--- config.mk ---
export PLATFORM = sky130hd
export DESIGN_NAME = dmem_arbiter
export DESIGN_NICKNAME = d
export VERILOG_FILES = /design/src/rtl/dmem_pkg.sv /design/src/rtl/dmem_arbiter_rr_arb2.sv /design/src/rtl/dmem_arbiter.sv
export SDC_FILE = /design/constraint.sdc
export NUM_CORES = 1
export LEC_CHECK = 0
export BUFFER_PORTS_ARGS = -buffer_cell sky130_fd_sc_hd__clkbuf_2
export CAP_MARGIN = 15
export CORE_AREA = 5 5 200 202
export DETAILED_ROUTE_END_ITERATION = 10
export DIE_AREA = 0 0 205 207
export SYNTH_ARGS = -nofsm -noshare
export SYNTH_HDL_FRONTEND = slang
export SYNTH_SLANG_ARGS = --single-unit
export TNS_END_PERCENT = 1
--- constraint.sdc ---
create_clock -name clk -period 2.1 [get_ports clk]
set_clock_uncertainty 0.05 [all_clocks]
set_input_delay 0.21 -clock clk [delete_from_list [all_inputs] [get_ports clk]]
set_output_delay 0.21 -clock clk [all_outputs]
set_load 0.02 [all_outputs]
--- src/rtl/dmem_pkg.sv ---
// Shared types and constants for the data-memory arbiter.
// Holds FSM state encoding, port id type and memory geometry defaults.
package dmem_pkg;

    localparam int MEM_BYTES_DEFAULT = 8192;
    localparam int WORD_OFF_W        = 3;

    typedef enum logic {
        IDLE = 1'b0,
        RESP = 1'b1
    } state_t;

    typedef logic port_id_t;

endpackage

--- src/rtl/dmem_arbiter_rr_arb2.sv ---
// Two-way round-robin grant picker, one-hot output.
// Latency: combinational. Backpressure: none, pure function of req and last.
module rr_arb2
    import dmem_pkg::*;
(
    input  logic [1:0] req,
    input  port_id_t   last,
    output logic [1:0] gnt
);

    always_comb begin
        gnt = 2'b00;
        case (req)
            2'b01:   gnt = 2'b01;
            2'b10:   gnt = 2'b10;
            // Contention: the port that did not win last time goes first.
            2'b11:   gnt = last ? 2'b01 : 2'b10;
            default: gnt = 2'b00;
        endcase
    end

endmodule

--- src/rtl/dmem_arbiter.sv ---
// Round-robin 2-port arbiter in front of the sync-read data memory; DMEM_ALIGN_CHECK_EN flags unaligned addresses.
// Latency: write done in grant cycle; read data 1 cycle after grant. Backpressure: requests held until gnt, no grant in RESP.
module dmem_arbiter
    import dmem_pkg::*;
#(
    parameter int ADDR_W    = 64,
    parameter int DATA_W    = 64,
    parameter int MEM_BYTES = MEM_BYTES_DEFAULT
) (
    input  logic              clk,
    input  logic              reset,
    input  logic              p0_req,
    input  logic              p0_we,
    input  logic [ADDR_W-1:0] p0_addr,
    input  logic [DATA_W-1:0] p0_wdata,
    output logic              p0_gnt,
    output logic              p0_rvalid,
    input  logic              p1_req,
    input  logic              p1_we,
    input  logic [ADDR_W-1:0] p1_addr,
    input  logic [DATA_W-1:0] p1_wdata,
    output logic              p1_gnt,
    output logic              p1_rvalid,
    output logic [DATA_W-1:0] rdata,
    output logic              rerr,
    output logic [ADDR_W-1:0] mem_address,
    output logic [DATA_W-1:0] mem_writeData,
    output logic              mem_MemWrite,
    output logic              mem_MemRead,
    input  logic [DATA_W-1:0] mem_readData
);

    localparam logic [ADDR_W-1:0] MEM_LIMIT = ADDR_W'(MEM_BYTES);

    state_t            state;
    port_id_t          last_gnt;
    port_id_t          lat_id;
    logic              lat_err;

    logic              issue_en;
    logic              resp_act;
    logic [1:0]        arb_req;
    logic [1:0]        gnt;
    logic              any_gnt;
    port_id_t          win_id;
    logic              win_we;
    logic [ADDR_W-1:0] win_addr;
    logic [DATA_W-1:0] win_wdata;
    logic              win_err;

    assign issue_en = (state == IDLE) && !reset;
    assign resp_act = (state == RESP) && !reset;
    assign arb_req  = {p1_req, p0_req} & {2{issue_en}};

    rr_arb2 u_arb (
        .req  (arb_req),
        .last (last_gnt),
        .gnt  (gnt)
    );

    always_comb begin
        any_gnt   = |gnt;
        win_id    = gnt[1];
        win_we    = win_id ? p1_we    : p0_we;
        win_addr  = win_id ? p1_addr  : p0_addr;
        win_wdata = win_id ? p1_wdata : p0_wdata;
        win_err   = (win_addr >= MEM_LIMIT);
`ifdef DMEM_ALIGN_CHECK_EN
        if (win_addr[WORD_OFF_W-1:0] != '0) begin
            win_err = 1'b1;
        end
`endif
    end

    assign p0_gnt        = gnt[0];
    assign p1_gnt        = gnt[1];
    assign mem_address   = any_gnt ? win_addr  : '0;
    assign mem_writeData = any_gnt ? win_wdata : '0;
    // Errored accesses are granted but never reach the memory.
    assign mem_MemWrite  = any_gnt &&  win_we && !win_err;
    assign mem_MemRead   = any_gnt && !win_we && !win_err;

    assign p0_rvalid = resp_act && !lat_id;
    assign p1_rvalid = resp_act &&  lat_id;
    assign rdata     = (resp_act && !lat_err) ? mem_readData : '0;
    assign rerr      = resp_act && lat_err;

    always_ff @(posedge clk) begin
        if (reset) begin
            state    <= IDLE;
            last_gnt <= 1'b1;
            lat_id   <= 1'b0;
            lat_err  <= 1'b0;
        end else begin
            case (state)
                IDLE: begin
                    if (any_gnt) begin
                        last_gnt <= win_id;
                        if (!win_we) begin
                            lat_id  <= win_id;
                            lat_err <= win_err;
                            state   <= RESP;
                        end
                    end
                end
                RESP:    state <= IDLE;
                default: state <= IDLE;
            endcase
        end
    end

endmodule

# Yosys cells after proc, flatten, opt, wreduce, memory -nomap -nowiden
# Index checks and enable logic that the tools add are counted.
[totals]
elab_cells = 40
inputBits = 326
out_inout_bits = 199
reg_bits = 4
[op_classes]
order_cmp = 1
n_eq_ne = 3
n_reduce_logical = 18
muxes = 11
bitwise = 3
[ops]
columns = ["cell", "n"]
rows = [
  ["64-bit two-way mux", 5],
  ["64-bit by 14-bit greater-or-equal comparator with 1-bit output (second input constant)", 1],
  ["1-bit logical AND", 10],
  ["2-bit case mux with 3 select lines", 1],
  ["1-bit zero test", 5],
  ["2-bit equality test (second input constant)", 2],
  ["1-bit two-way mux", 3],
  ["3-bit AND reduction", 1],
  ["2-bit bitwise AND", 1],
  ["2-bit by 1-bit equality test with 1-bit output (second input constant)", 1],
  ["2-bit two-way mux", 1],
  ["1-bit NOT", 2],
  ["1-bit case mux with 2 select lines", 1],
  ["2-bit AND reduction", 1],
  ["2-bit OR reduction", 1],
]

# Longest topological paths before layout
# Gate-level depths: netlist of the first run.
[depth]
ltp_word = 9
depth_mapped = 7
ltp_nobuf = 6

# Cells and area by module
# Synthesis of the first run repeated with hierarchy kept, for this count alone.
[unflattened]
cells_unflattened = 304
area_unflattened_um2 = 2192.1
[modules_own_cells]
columns = ["module", "n_inst", "cells_each", "seq_area_each_um2", "area_each_um2"]
rows = [
  ["dmem_arbiter", 1, 301, 80.1, 2173.3],
  ["rr_arb2", 1, 3, 0.0, 18.8],
]

# Worst setup path before layout of the first run
# OpenSTA, ideal clock, no wires.
[synth_path]
path_type = "in2out"
startpoint = "input p1_addr[54]"
endpoint = "output mem_MemWrite"
arrival_ns = 1.674
path_buffers = 0
slack_ns = 0.166
path_stages = 4
required_time_ns = 1.840
cell_sequence = "or4_4 > nor4_4 > a21oi_2 > nor4_1"
[synth_via]
elab_chain_len = 4
[synth_rtl]
columns = ["item", "line_no", "source"]
rows = [
  ["start: declaration", "dmem_arbiter.sv:20", "input logic [ADDR_W-1:0] p1_addr,"],
  ["64-bit two-way mux", "dmem_arbiter.sv:65", "win_addr = win_id ? p1_addr : p0_addr;"],
  ["64-bit by 14-bit greater-or-equal comparator with 1-bit output", "dmem_arbiter.sv:67", "win_err = (win_addr >= MEM_LIMIT);"],
  ["1-bit zero test", "dmem_arbiter.sv:80", "assign mem_MemWrite = any_gnt && win_we && !win_err;"],
  ["1-bit logical AND", "dmem_arbiter.sv:80", ""],
  ["end: declaration", "dmem_arbiter.sv:28", "output logic mem_MemWrite,"],
]
# Every way passes these cells.

# Worst setup path after layout of the first run
[layout_path]
startpoint = "register last_gnt"
endpoint = "output mem_MemWrite"
[layout_via]
elab_chain_len = 6
elab_cells_between_ends = 9
cone_classes = "order compare: 1; mux: 4; reduce/logical: 4"
[layout_rtl]
columns = ["item", "line_no", "source"]
rows = [
  ["start: declaration", "dmem_arbiter.sv:36", "port_id_t last_gnt;"],
  ["start signal: assignment", "dmem_arbiter.sv:98", "last_gnt <= win_id;"],
  ["2-bit two-way mux (*)", "dmem_arbiter_rr_arb2.sv:17", "2'b11: gnt = last ? 2'b01 : 2'b10;"],
  ["2-bit case mux with 3 select lines (*)", "dmem_arbiter_rr_arb2.sv:13", "case (req)"],
  ["64-bit two-way mux", "dmem_arbiter.sv:65", ""],
  ["64-bit by 14-bit greater-or-equal comparator with 1-bit output", "dmem_arbiter.sv:67", ""],
  ["1-bit zero test", "dmem_arbiter.sv:80", ""],
  ["1-bit logical AND (*)", "dmem_arbiter.sv:80", ""],
]
# Every way passes the cells marked *; elsewhere a longest branch is shown, timed or not.

==> summary.txt, run 1 <==
CTS
  – H-tree Lvls: 1
  – CTS Buf Count: 3
  – CTS tree: done
  – CTS root buf: clkbuf_16
  – Worst skew pair latency: 0.23 ns
  – CTS clk-pin slew, worst paths: 0.03 ns
  – Num Clock Sinks: 4
  – CTS max path bufs: 2

Timing
  – Setup Viol. Count Final: 0
  – Final Hold Viols: 0
  – Hold_ws: 0.150 ns
  – Slew Viols, Final: 0
  – RSZ-0062 raised after global routing: true
  – FMAX: 0.477 GHz
  – Worst Tran Pin Value: about 0.43 ns
  – Final period utilization: 99.8%
  – Final worst slack: between 0.004 and 0.005 ns
  – Slew HR: 71.1%
  – Crit path time final: 2.10 ns

Global route
  – Vias in the first global route: about 6000
  – GR Layer Usage met1: about 15%
  – Total GRT Usage: 12.5%
  – Largest net degree at the start of global routing: 59
  – Grt peak-use layer: met2
  – Met3 usage: 2.36%
  – First-pass GRT wire length: 40300 µm
  – Remaining global-route overflow: 0
  – Met2 GRT Util: 23.1%
  – Initial antenna violation count: 2

Power
  – Lkg Pwr: ~3.8 nW
  – Logic pwr share: 78.7%
  – Clock power share: 16.6%
  – Peak VDD IR: around 0.00046 V
  – Int Pwr: between 0.0009 and 0.001 W
  – Sequential share of power: 4.7%
  – Net Sw Power: 0.000943 W
  – Power Density: 279 nW/µm²
  – Sw Share: 50.7%

Finish
  – Filler cells: 4427
  – Register Area: just over 80 µm²
  – Cell Count, Final, Fillers Out: 1614
  – Area Overhead vs Synth: 147%
  – Finished Core Util: between 15 and 20%
  – Layout cells sized above 1: 55.9%
  – Nets: 1423
  – Multi-input gate area: 2570 µm²

Placed design
  – Post-Place Cells: about 1600
  – HPWL after detailed placement: 24700 µm
  – Gpl congestion: 0.932
  – PortBufs: 524
  – Pre-CTS WS: -0.165 ns

Routing
  – Starting DRT DRC Count: 425
  – Total DRC errors in the routed layout: 0
  – Wirelength per Cell: 18.4 µm
  – Routed Antenna Nets: 0
  – Total number of vias: 6266
  – Drt first pass iters: 4
  – Avg Vias per Cell: between 3 and 4
  – Total wire length: just under 30000 µm

Logic synthesis
  – Post-synthesis cell count: 566
  – Synth Warn #: 0
  – Post-synthesis sequential area ratio: 2.97%
  – #FFs+latches synth: 4
  – Average instance area after synthesis: approximately 4.8 µm²
  – Post-Syn Area: 2700 µm²
  – Post-synth net total: around 890
  – Library cells used by synthesis: 29

Floorplan
  – Total Die Area: 42400 µm²
  – Die Wd: just over 200 µm
  – Num rows: 72
  – Chip Height: 207 µm
  – I/O Pins: ~530
  – Starting Density: 7.07%
  – Core area: 38100 µm²

Worst setup path
  – Critical Path Start Type: flop
  – Crit path DAT: 1.84 ns
  – Critical path data required time: ~1.8 ns
  – Crit. End Element: output port
  – Crit path max fanout: 9
  – WS Path Type: flop to output port

Hold path
  – HP Class: primary input to flop

Status
  – Outcome: completed

Flow run
  – Max Cap Violations: 0
## synth_stat cells
cell type    n  share of area [%]
and3_1       2               0.46
nor4_1      22                5.1
nor2_2       1               0.23
dfxtp_1      4                3.0
buf_2       14                2.6
nor3_2       1               0.37
or4_4        1               0.42
buf_1        4               0.56
mux2i_1      1               0.37
o32ai_1      1               0.33
nand3_2      1               0.37
nor4_4       1               0.79
and2_1      64                 15
a221o_1      1               0.37
nor2_1       8                1.1
nand2b_1     2               0.46
o311a_1      1               0.37
nand2_1    260                 36
o21a_1       1               0.28
buf_4        1               0.28
clkbuf_1    29                4.0
inv_2        1               0.14
a21o_1       1               0.28
o21ai_0      1               0.19
a21oi_1    128                 24
nand4_1      6                1.4
inv_1        3               0.42
a21oi_2      1               0.33
nor3_1       5               0.93
## power groups by stage
stage          registers (W)  logic (W)  clock network [W]
3_3_place_gp       0.0000879    0.00135                  0
3_5_place_dp       0.0000885    0.00137                  0
4_1_cts            0.0000882    0.00144           0.000310
6_report           0.0000883    0.00146           0.000308
5_1_grt            0.0000892    0.00158           0.000318
2_1_floorplan      0.0000870   0.000621                  0
## worst paths after layout
path                                       startpoint              endpoint  slack (ns)  cells past startpoint
worst max register to register  last_gnt$_SDFFE_PP1P_  lat_err$_SDFFE_PP0P_        0.26                      8
worst min-delay path                            p1_we   lat_id$_SDFFE_PP0P_        0.15                      2
worst max-delay path            last_gnt$_SDFFE_PP1P_          mem_MemWrite       0.005                      8
worst min register to register    lat_id$_SDFFE_PP0P_   lat_id$_SDFFE_PP0P_        0.45                      2
## worst max-delay path: stages (launching register included)
cell      delay, ns
dfxtp_2        0.34
nand2_1        0.09
nand3_4        0.17
clkinv_8       0.13
buf_4          0.17
nor3_2         0.18
a21oi_2        0.11
nor4_1         0.21
buf_4          0.19
## kinds of logic after synthesis
group | synth area share [%]
AOI/OAI and AO/OA | 25.9
buffers and inverters | 8.03
DFF | 2.97
muxes | 0.371
and+or+nand+nor | 62.7
## layout make-up
| cell class | instances | share of cell area [%] |
|---|---|---|
| repair buffers | 574 | 48.9 |
| clock buffers | 3 | 1.13 |
| multi-input cells | 510 | 38.5 |
| inverters | 4 | 0.413 |
| flip-flops and latches | 4 | 1.22 |
| diodes | 1 | 0.0376 |
| well taps | 518 | 9.73 |
## per-layer routing
layer | vias up | routed length [µm]
met1 | 2920 | 11800
met2 | 397 | 14800
met5 | - | 13
met4 | 2 | 533
met3 | 22 | 2480
li1 | 2925 | -
## placed cells by master (no fill, tap or decap), types with 4 or more instances in the layout
| cell | netlist | final |
|---|---|---|
| a21oi_1 | 128 | 116 |
| a21oi_2 | 1 | 13 |
| and2_1 | 64 | 64 |
| buf_12 | 0 | 5 |
| buf_16 | 0 | 4 |
| buf_2 | 14 | 15 |
| buf_4 | 1 | 52 |
| clkbuf_16 | 0 | 4 |
| clkbuf_2 | 0 | 492 |
| nand2_1 | 260 | 260 |
| nand4_1 | 6 | 6 |
| nor2_1 | 8 | 6 |
| nor4_1 | 22 | 13 |
| nor4_2 | 0 | 8 |
## through the flow
step | instance area [µm²] | power (W) | TNS [ns]
2_1_floorplan | 2700 | 0.000708 | 0
3_3_place_gp | 6170 | 0.00144 | -0.655
3_5_place_dp | 6170 | 0.00145 | -0.346
4_1_cts | 6510 | 0.00184 | -0.0226
5_1_grt | 6660 | 0.00199 | -0.200
6_report | 6660 | 0.00186 | 0
## registers in the layout, indices dropped and copies added (netlist names)
register and count:
lat_err 1, state 1, last_gnt 1, lat_id 1
## what timing repair did
item                       in CTS  in global routing
resized for setup              28                 58
cloned                          3                  1
pin swaps                       3                  2
setup endpoints to repair      49                 86
buffers inserted                5                  3
hold buffers                    0                  0
Power figures use the tool's default switching activity.
==> run 2: changes to the inputs <==
--- a/config.mk
+++ b/config.mk
@@ -7,9 +7,12 @@
 export LEC_CHECK = 0
 export BUFFER_PORTS_ARGS = -buffer_cell sky130_fd_sc_hd__clkbuf_2
 export CAP_MARGIN = 15
-export CORE_AREA = 5 5 200 202
+export CELL_PAD_IN_SITES_DETAIL_PLACEMENT = 1
+export CELL_PAD_IN_SITES_GLOBAL_PLACEMENT = 2
+export CORE_AREA = 5 5 203 205
 export DETAILED_ROUTE_END_ITERATION = 10
-export DIE_AREA = 0 0 205 207
+export DIE_AREA = 0 0 208 210
+export PLACE_DENSITY_LB_ADDON = 0.1
 export SYNTH_ARGS = -nofsm -noshare
 export SYNTH_HDL_FRONTEND = slang
 export SYNTH_SLANG_ARGS = --single-unit
==> run 2 against run 1 <==
  * Utilization is 0.065 points lower
  * Cell count up 0.93%
  * Critical path depth unchanged
  * Sequential power hardly changed
  * Critical path type is now primary input to output port
  * Largest power group unchanged
==> summary.txt, run 2 (same netlist as run 1, synthesis figures left out) <==
Status
  – Outcome: completed

CTS
  – Num Clock Sinks: 4 (unchanged)
  – CTS root buf: clkbuf_16
  – Worst skew pair latency: 0.23 ns (about the same)
  – CTS max path bufs: 2 (unchanged)
  – CTS tree: done
  – H-tree Lvls: 1 (unchanged)
  – CTS Buf Count: 3 (unchanged)
  – Hold buffer count at CTS: 0 (unchanged)
  – CTS clk-pin slew, worst paths: 0.03 ns (about the same)

Global route
  – Remaining global-route overflow: 0 (unchanged)
  – Total GRT Usage: 12.8% (+0.30 points)
  – First-pass GRT wire length: 43300 µm (+7.4%)
  – Vias in the first global route: 6436 (+6.8%)
  – Initial antenna violation count: 1 (-1)
  – Largest net degree at the start of global routing: 65 (+10%)

Worst setup path
  – Crit. End Element: output port
  – Crit path max fanout: 3 (-6)
  – Crit-path slowest cell: nor4_4
  – Crit path cell chain: buf_8 -> nor4_4 -> buf_4 -> nand4_1 -> nor4_4 -> a21oi_4 -> nor4_2 -> buf_4
  – CP max stage delay: 0.35 ns (about the same)
  – Crit path DAT: 1.76 ns (-0.08 ns)
  – Critical Path Start Type: primary input
  – WS Path Type: primary input to output port
  – Critical path data required time: 1.84 ns (about the same)

Timing
  – Hold_ws: 0.185 ns (+0.0343 ns)
  – Worst Tran Pin Value: 0.350 ns (-0.0802 ns)
  – FMAX: 0.496 GHz (+3.8%)
  – Slew HR: 76.5% (+5.4 points)
  – RSZ-0062 raised after global routing: true
  – Accumulated negative setup slack: 0 ns (unchanged)
  – Final Hold Viols: 0 (unchanged)
  – Final period utilization: 96.1% (-3.7 points)
  – Setup Viol. Count Final: 0 (unchanged)
  – Slew Viols, Final: 0 (unchanged)
  – Crit path time final: 2.02 ns (-0.0776 ns)

Placed design
  – PortBufs: 524 (unchanged)
  – Gpl congestion: 0.756 (-19%)
  – Post-Place Cells: 1616 (+1.1%)
  – Area after DPL: 6310 µm² (+2.3%)
  – HPWL after detailed placement: 26500 µm (+7.1%)

Finish
  – Layout cells sized above 1: 56.5% (+0.59 points)
  – Fin area: 6840 µm² (+2.7%)
  – Multi-input gate area: 2630 µm² (+2.6%)
  – Area Overhead vs Synth: 154%
  – Cell Count, Final, Fillers Out: 1629 (+0.93%)
  – Nets: 1431 (+0.56%)
  – Register Area: 81.3 µm² (unchanged)
  – Finished Core Util: 17.4% (-0.065 points)
  – Most frequent cells in the layout: 480 x clkbuf_2, 260 x nand2_1, 117 x a21oi_1
  – Commonest non-fill, non-tap cell in the layout: clkbuf_2
  – Filler cells: 5056 (+14%)

Hold path
  – HP Class: primary input to flop

Routing
  – Total number of vias: 5925 (-5.4%)
  – Avg Vias per Cell: 3.64 (-6.3%)
  – Routed Antenna Nets: 0 (unchanged)
  – Total wire length: 30600 µm (+3.2%)
  – Starting DRT DRC Count: 177 (-58%)
  – Total DRC errors in the routed layout: 0 (unchanged)
  – Drt first pass iters: 4 (unchanged)
  – Wirelength per Cell: 18.8 µm (+2.3%)

Floorplan
  – Num rows: 73 (+1.4%)
  – Chip Height: 210 µm (+1.4%)
  – Die Wd: 208 µm (+1.5%)
  – Core area: 39300 µm² (+3.1%)
  – I/O Pins: 525 (unchanged)
  – Total Die Area: 43700 µm² (+2.9%)
  – Starting Density: 6.86% (-0.21 points)

Power
  – Power Density: 271 nW/µm² (-3.0%)
  – Peak VDD IR: 0.000186 V (-60%)
  – Lkg Pwr: 3.79 nW (+0.92%)

Flow run
  – Max Cap Violations: 0 (unchanged)
-- run 2: cell type report --
cell class | count | share of cell area, %
inverter | 4 | 0.402
tap | 525 | 9.60
clock buffer | 3 | 1.10
antenna | 1 | 0.0366
multi-input combinational | 510 | 38.5
timing repair buffer | 582 | 49.2
sequential | 4 | 1.19
-- run 2: path summary, 6_finish.rpt --
| kind | from | to | slack, ns | cells after the start |
|---|---|---|---|---|
| hold reg to reg | last_gnt$_SDFFE_PP1P_ | last_gnt$_SDFFE_PP1P_ | 0.45 | 1 |
| setup reg to reg | last_gnt$_SDFFE_PP1P_ | lat_err$_SDFFE_PP0P_ | 0.40 | 7 |
| hold / removal | p1_we | lat_id$_SDFFE_PP0P_ | 0.18 | 2 |
| setup / recovery | p1_addr[28] | mem_MemWrite | 0.08 | 8 |
-- run 2: critical path, delay by kind of cell --
family                 cells  cell delay [ns]
AOI/OAI and AO/OA          1             0.12
and+or+nand+nor            4             0.95
buffers and inverters      3             0.47
-- run 2: timing repair --
item                                   in CTS  in global routing
cloned                                      1                  1
setup endpoints to repair                  91                 79
pin swaps                                   4                  8
endpoints found under the hold margin       0                  0
buffers inserted                            4                  3
resized for setup                          25                101
-- run 2: report_power, final --
group          leakage [nW]  internal [W]  switching [W]
clock network        0.0370      0.000243      0.0000557
registers            0.0328     0.0000829     0.00000556
logic                  3.72      0.000611       0.000855
total                  3.79      0.000937       0.000916
-- run 2: through the flow --
stage | worst slack [ns] | total power, W
after global placement | -0.522 | 0.00150
after global routing | -0.0990 | 0.00201
after CTS | -0.0374 | 0.00185
final | 0.0823 | 0.00185
after detailed placement | -0.474 | 0.00149
after floorplan | 0.166 | 0.000708
-- run 2: metal layers --
metal	GRT usage, %	share of wire, %	vias up
met5	0	0	-
met4	0.521	0	0
met3	4.52	9.2	0
met2	25.7	54	301
met1	13.5	36	2683
li1	-	-	2941
==> run 3: changes to the inputs <==
--- a/config.mk
+++ b/config.mk
@@ -13,6 +13,7 @@
 export DETAILED_ROUTE_END_ITERATION = 10
 export DIE_AREA = 0 0 208 210
 export PLACE_DENSITY_LB_ADDON = 0.1
+export SETUP_SLACK_MARGIN = 0.5
 export SYNTH_ARGS = -nofsm -noshare
 export SYNTH_HDL_FRONTEND = slang
 export SYNTH_SLANG_ARGS = --single-unit
==> run 3 against run 2 <==
  * Final area grew 26%
  * Power grew 23%
  * Register-to-register slack gained 0.04 ns
  * Via count grew 3.0%
  * Count of clock-buffer cells in the layout is the same
  * Clock power grew 2%
==> summary.txt, run 3 (same netlist as run 1, synthesis figures left out) <==
Worst setup path
  – CP max stage delay: 0.32 ns (-0.03 ns)
  – Reg2Reg Depth: 7 (unchanged)
  – Crit path max fanout: 6 (+3)
  – Reg2Reg Capture Point: lat_err$_SDFFE_PP0P_
  – Crit-path slowest cell: dfxtp_2
  – Reg2reg start: state$_SDFF_PP0_
  – Crit path cell chain: nor2_4 -> nand3_4 -> buf_6 -> mux2i_2 -> buf_4 -> nor4_4 -> buf_4
  – Crit path DAT: 1.74 ns (-0.02 ns)
  – WS Path Type: flop to output port
  – Crit. End Element: output port
  – Critical Path Start Type: flop
  – Flop2flop setup slack: 0.44 ns (+0.04 ns)
  – Most used cell, CP: buf_4
  – Critical path data required time: 1.84 ns (about the same)

Routing
  – Starting DRT DRC Count: 124 (-30%)
  – Drt first pass iters: 4 (unchanged)
  – Total number of vias: 6101 (+3.0%)
  – Total wire length: 31200 µm (+2.1%)
  – Wirelength per Cell: 19.2 µm (+2.4%)
  – Routed Antenna Nets: 0 (unchanged)
  – Avg Vias per Cell: 3.75 (+3.2%)
  – Total DRC errors in the routed layout: 0 (unchanged)

CTS
  – Worst skew pair latency: 0.23 ns (about the same)
  – CTS tree: done
  – CTS clk-pin slew, worst paths: 0.03 ns (about the same)
  – Num Clock Sinks: 4 (unchanged)
  – Hold buffer count at CTS: 0 (unchanged)
  – H-tree Lvls: 1 (unchanged)
  – CTS root buf: clkbuf_16
  – CTS max path bufs: 2 (unchanged)
  – CTS Buf Count: 3 (unchanged)

Hold path
  – Hold path startpoint: p1_we
  – Hold EP: lat_id$_SDFFE_PP0P_
  – HP Class: primary input to flop
  – Hold depth: 2 (unchanged)

Timing
  – Final period utilization: 95.4% (-0.65 points)
  – Worst Tran Pin Value: 0.476 ns (+0.127 ns)
  – Setup Viol. Count Final: 0 (unchanged)
  – Hold_ws: 0.154 ns (-0.0304 ns)
  – Slew HR: 68.0% (-8.5 points)
  – RSZ-0062 raised after global routing: true
  – FMAX: 0.499 GHz (+0.68%)
  – Final Hold Viols: 0 (unchanged)
  – Accumulated negative setup slack: 0 ns (unchanged)
  – Crit path time final: 2.00 ns (-0.0136 ns)
  – Slew Viols, Final: 0 (unchanged)

Global route
  – Remaining global-route overflow: 0 (unchanged)
  – Largest net degree at the start of global routing: 65 (unchanged)
  – Vias in the first global route: 6429 (-0.11%)
  – Total GRT Usage: 12.9% (+0.076 points)
  – First-pass GRT wire length: 43100 µm (-0.38%)
  – Initial antenna violation count: 2 (+1)

Finish
  – Area Overhead vs Synth: 221%
  – Number of antenna diodes: 0 (-1)
  – Layout cells sized above 1: 73.7% (+17 points)
  – Most frequent cells in the layout: 334 x clkbuf_2, 201 x nand2_1, 110 x buf_4
  – Nets: 1428 (-0.21%)
  – Finished Core Util: 22.0% (+4.6 points)
  – Filler cells: 4860 (-3.9%)
  – Commonest non-fill, non-tap cell in the layout: clkbuf_2

Floorplan
  – I/O Pins: 525 (unchanged)
  – Die Wd: 208 µm (unchanged)
  – Core area: 39300 µm² (unchanged)
  – Chip Height: 210 µm (unchanged)
  – Total Die Area: 43700 µm² (unchanged)
  – Num rows: 73 (unchanged)
  – Starting Density: 6.86% (unchanged)

Power
  – Peak VDD IR: 0.000175 V (-5.8%)
  – Lkg Pwr: 4.45 nW (+17%)
  – Power Density: 264 nW/µm² (-2.6%)
  – Power Total: 0.00228 W (+23%)

Placed design
  – PortBufs: 524 (unchanged)
  – Gpl congestion: 0.859 (+14%)
  – HPWL after detailed placement: 26500 µm (about the same)

Flow run
  – Max Cap Violations: 0 (unchanged)

Status
  – Outcome: completed
## run 3: changes by cell type in the layout (fill, tap and decap cells not counted), moves of 9 or more
| cell | delta |
|---|---|
| a21oi_1 | -69 |
| a21oi_2 | +43 |
| a21oi_4 | +26 |
| and2_1 | -64 |
| and2_4 | +64 |
| buf_4 | +46 |
| buf_6 | +81 |
| clkbuf_2 | -146 |
| nand2_1 | -59 |
| nand2_2 | +9 |
| nand2_4 | +50 |
## run 3: layout make-up
class	count	area, µm²	area share, %
repair buffers	579	4170	48.2
multi-input cells	510	3640	42.1
well taps	525	657	7.60
flip-flops and latches	4	82.6	0.955
clock buffers	3	75.1	0.868
inverters	4	22.5	0.260
## run 3: power by group
| part | total, W | internal [W] | switching (W) | leakage [nW] |
|---|---|---|---|---|
| combinational | 0.00189 | 0.000862 | 0.00102 | 4.38 |
| sequential | 0.0000887 | 0.0000831 | 0.00000557 | 0.0331 |
| clock | 0.000305 | 0.000244 | 0.0000613 | 0.0370 |
## run 3: critical path: cells and delay by family (launching register included)
family | cells | cell delay (ns)
and+or+nand+nor | 3 | 0.52
DFF | 1 | 0.32
buffers and inverters | 3 | 0.52
muxes | 1 | 0.14
## run 3: stage by stage
stage                     instances  cell area, µm²  setup WS, ns
after detailed placement       1606            6260        -0.289
after global placement         1606            6260        -0.303
final                          1625            8650        0.0958
after floorplan                 566            2710         0.350
after global routing           1625            8650      -0.00289
after CTS                      1624            6770        0.0538
## run 3: what timing repair did
action | in CTS | in global routing
resized for setup | 57 | 748
setup endpoints to repair | 196 | 196
buffers inserted | 12 | 1
cloned | 3 | 0
pin swaps | 13 | 167
## run 3: worst max-delay path by stage
| stage | start | endpoint | slack (ns) | depth (start not counted) |
|---|---|---|---|---|
| 2_1_floorplan | state$_SDFF_PP0_ | mem_address[10] | 0.35 | 7 |
| 3_3_place_gp | p1_addr[62] | mem_MemWrite | -0.30 | 7 |
| 3_5_place_dp | p1_addr[62] | mem_MemWrite | -0.29 | 7 |
| 4_1_cts | state$_SDFF_PP0_ | mem_MemWrite | 0.05 | 7 |
| 5_1_grt | state$_SDFF_PP0_ | mem_address[7] | -0.003 | 8 |
| 6_report | state$_SDFF_PP0_ | mem_MemWrite | 0.1 | 7 |
## run 3: layer usage
layer	vias to the layer above	part of all wire (%)	track usage [%]
met4	4	2.3	1.74
met1	2810	35	13.3
li1	2944	-	-
met5	-	0.086	0
met2	322	53	25.3
met3	21	9.9	4.97
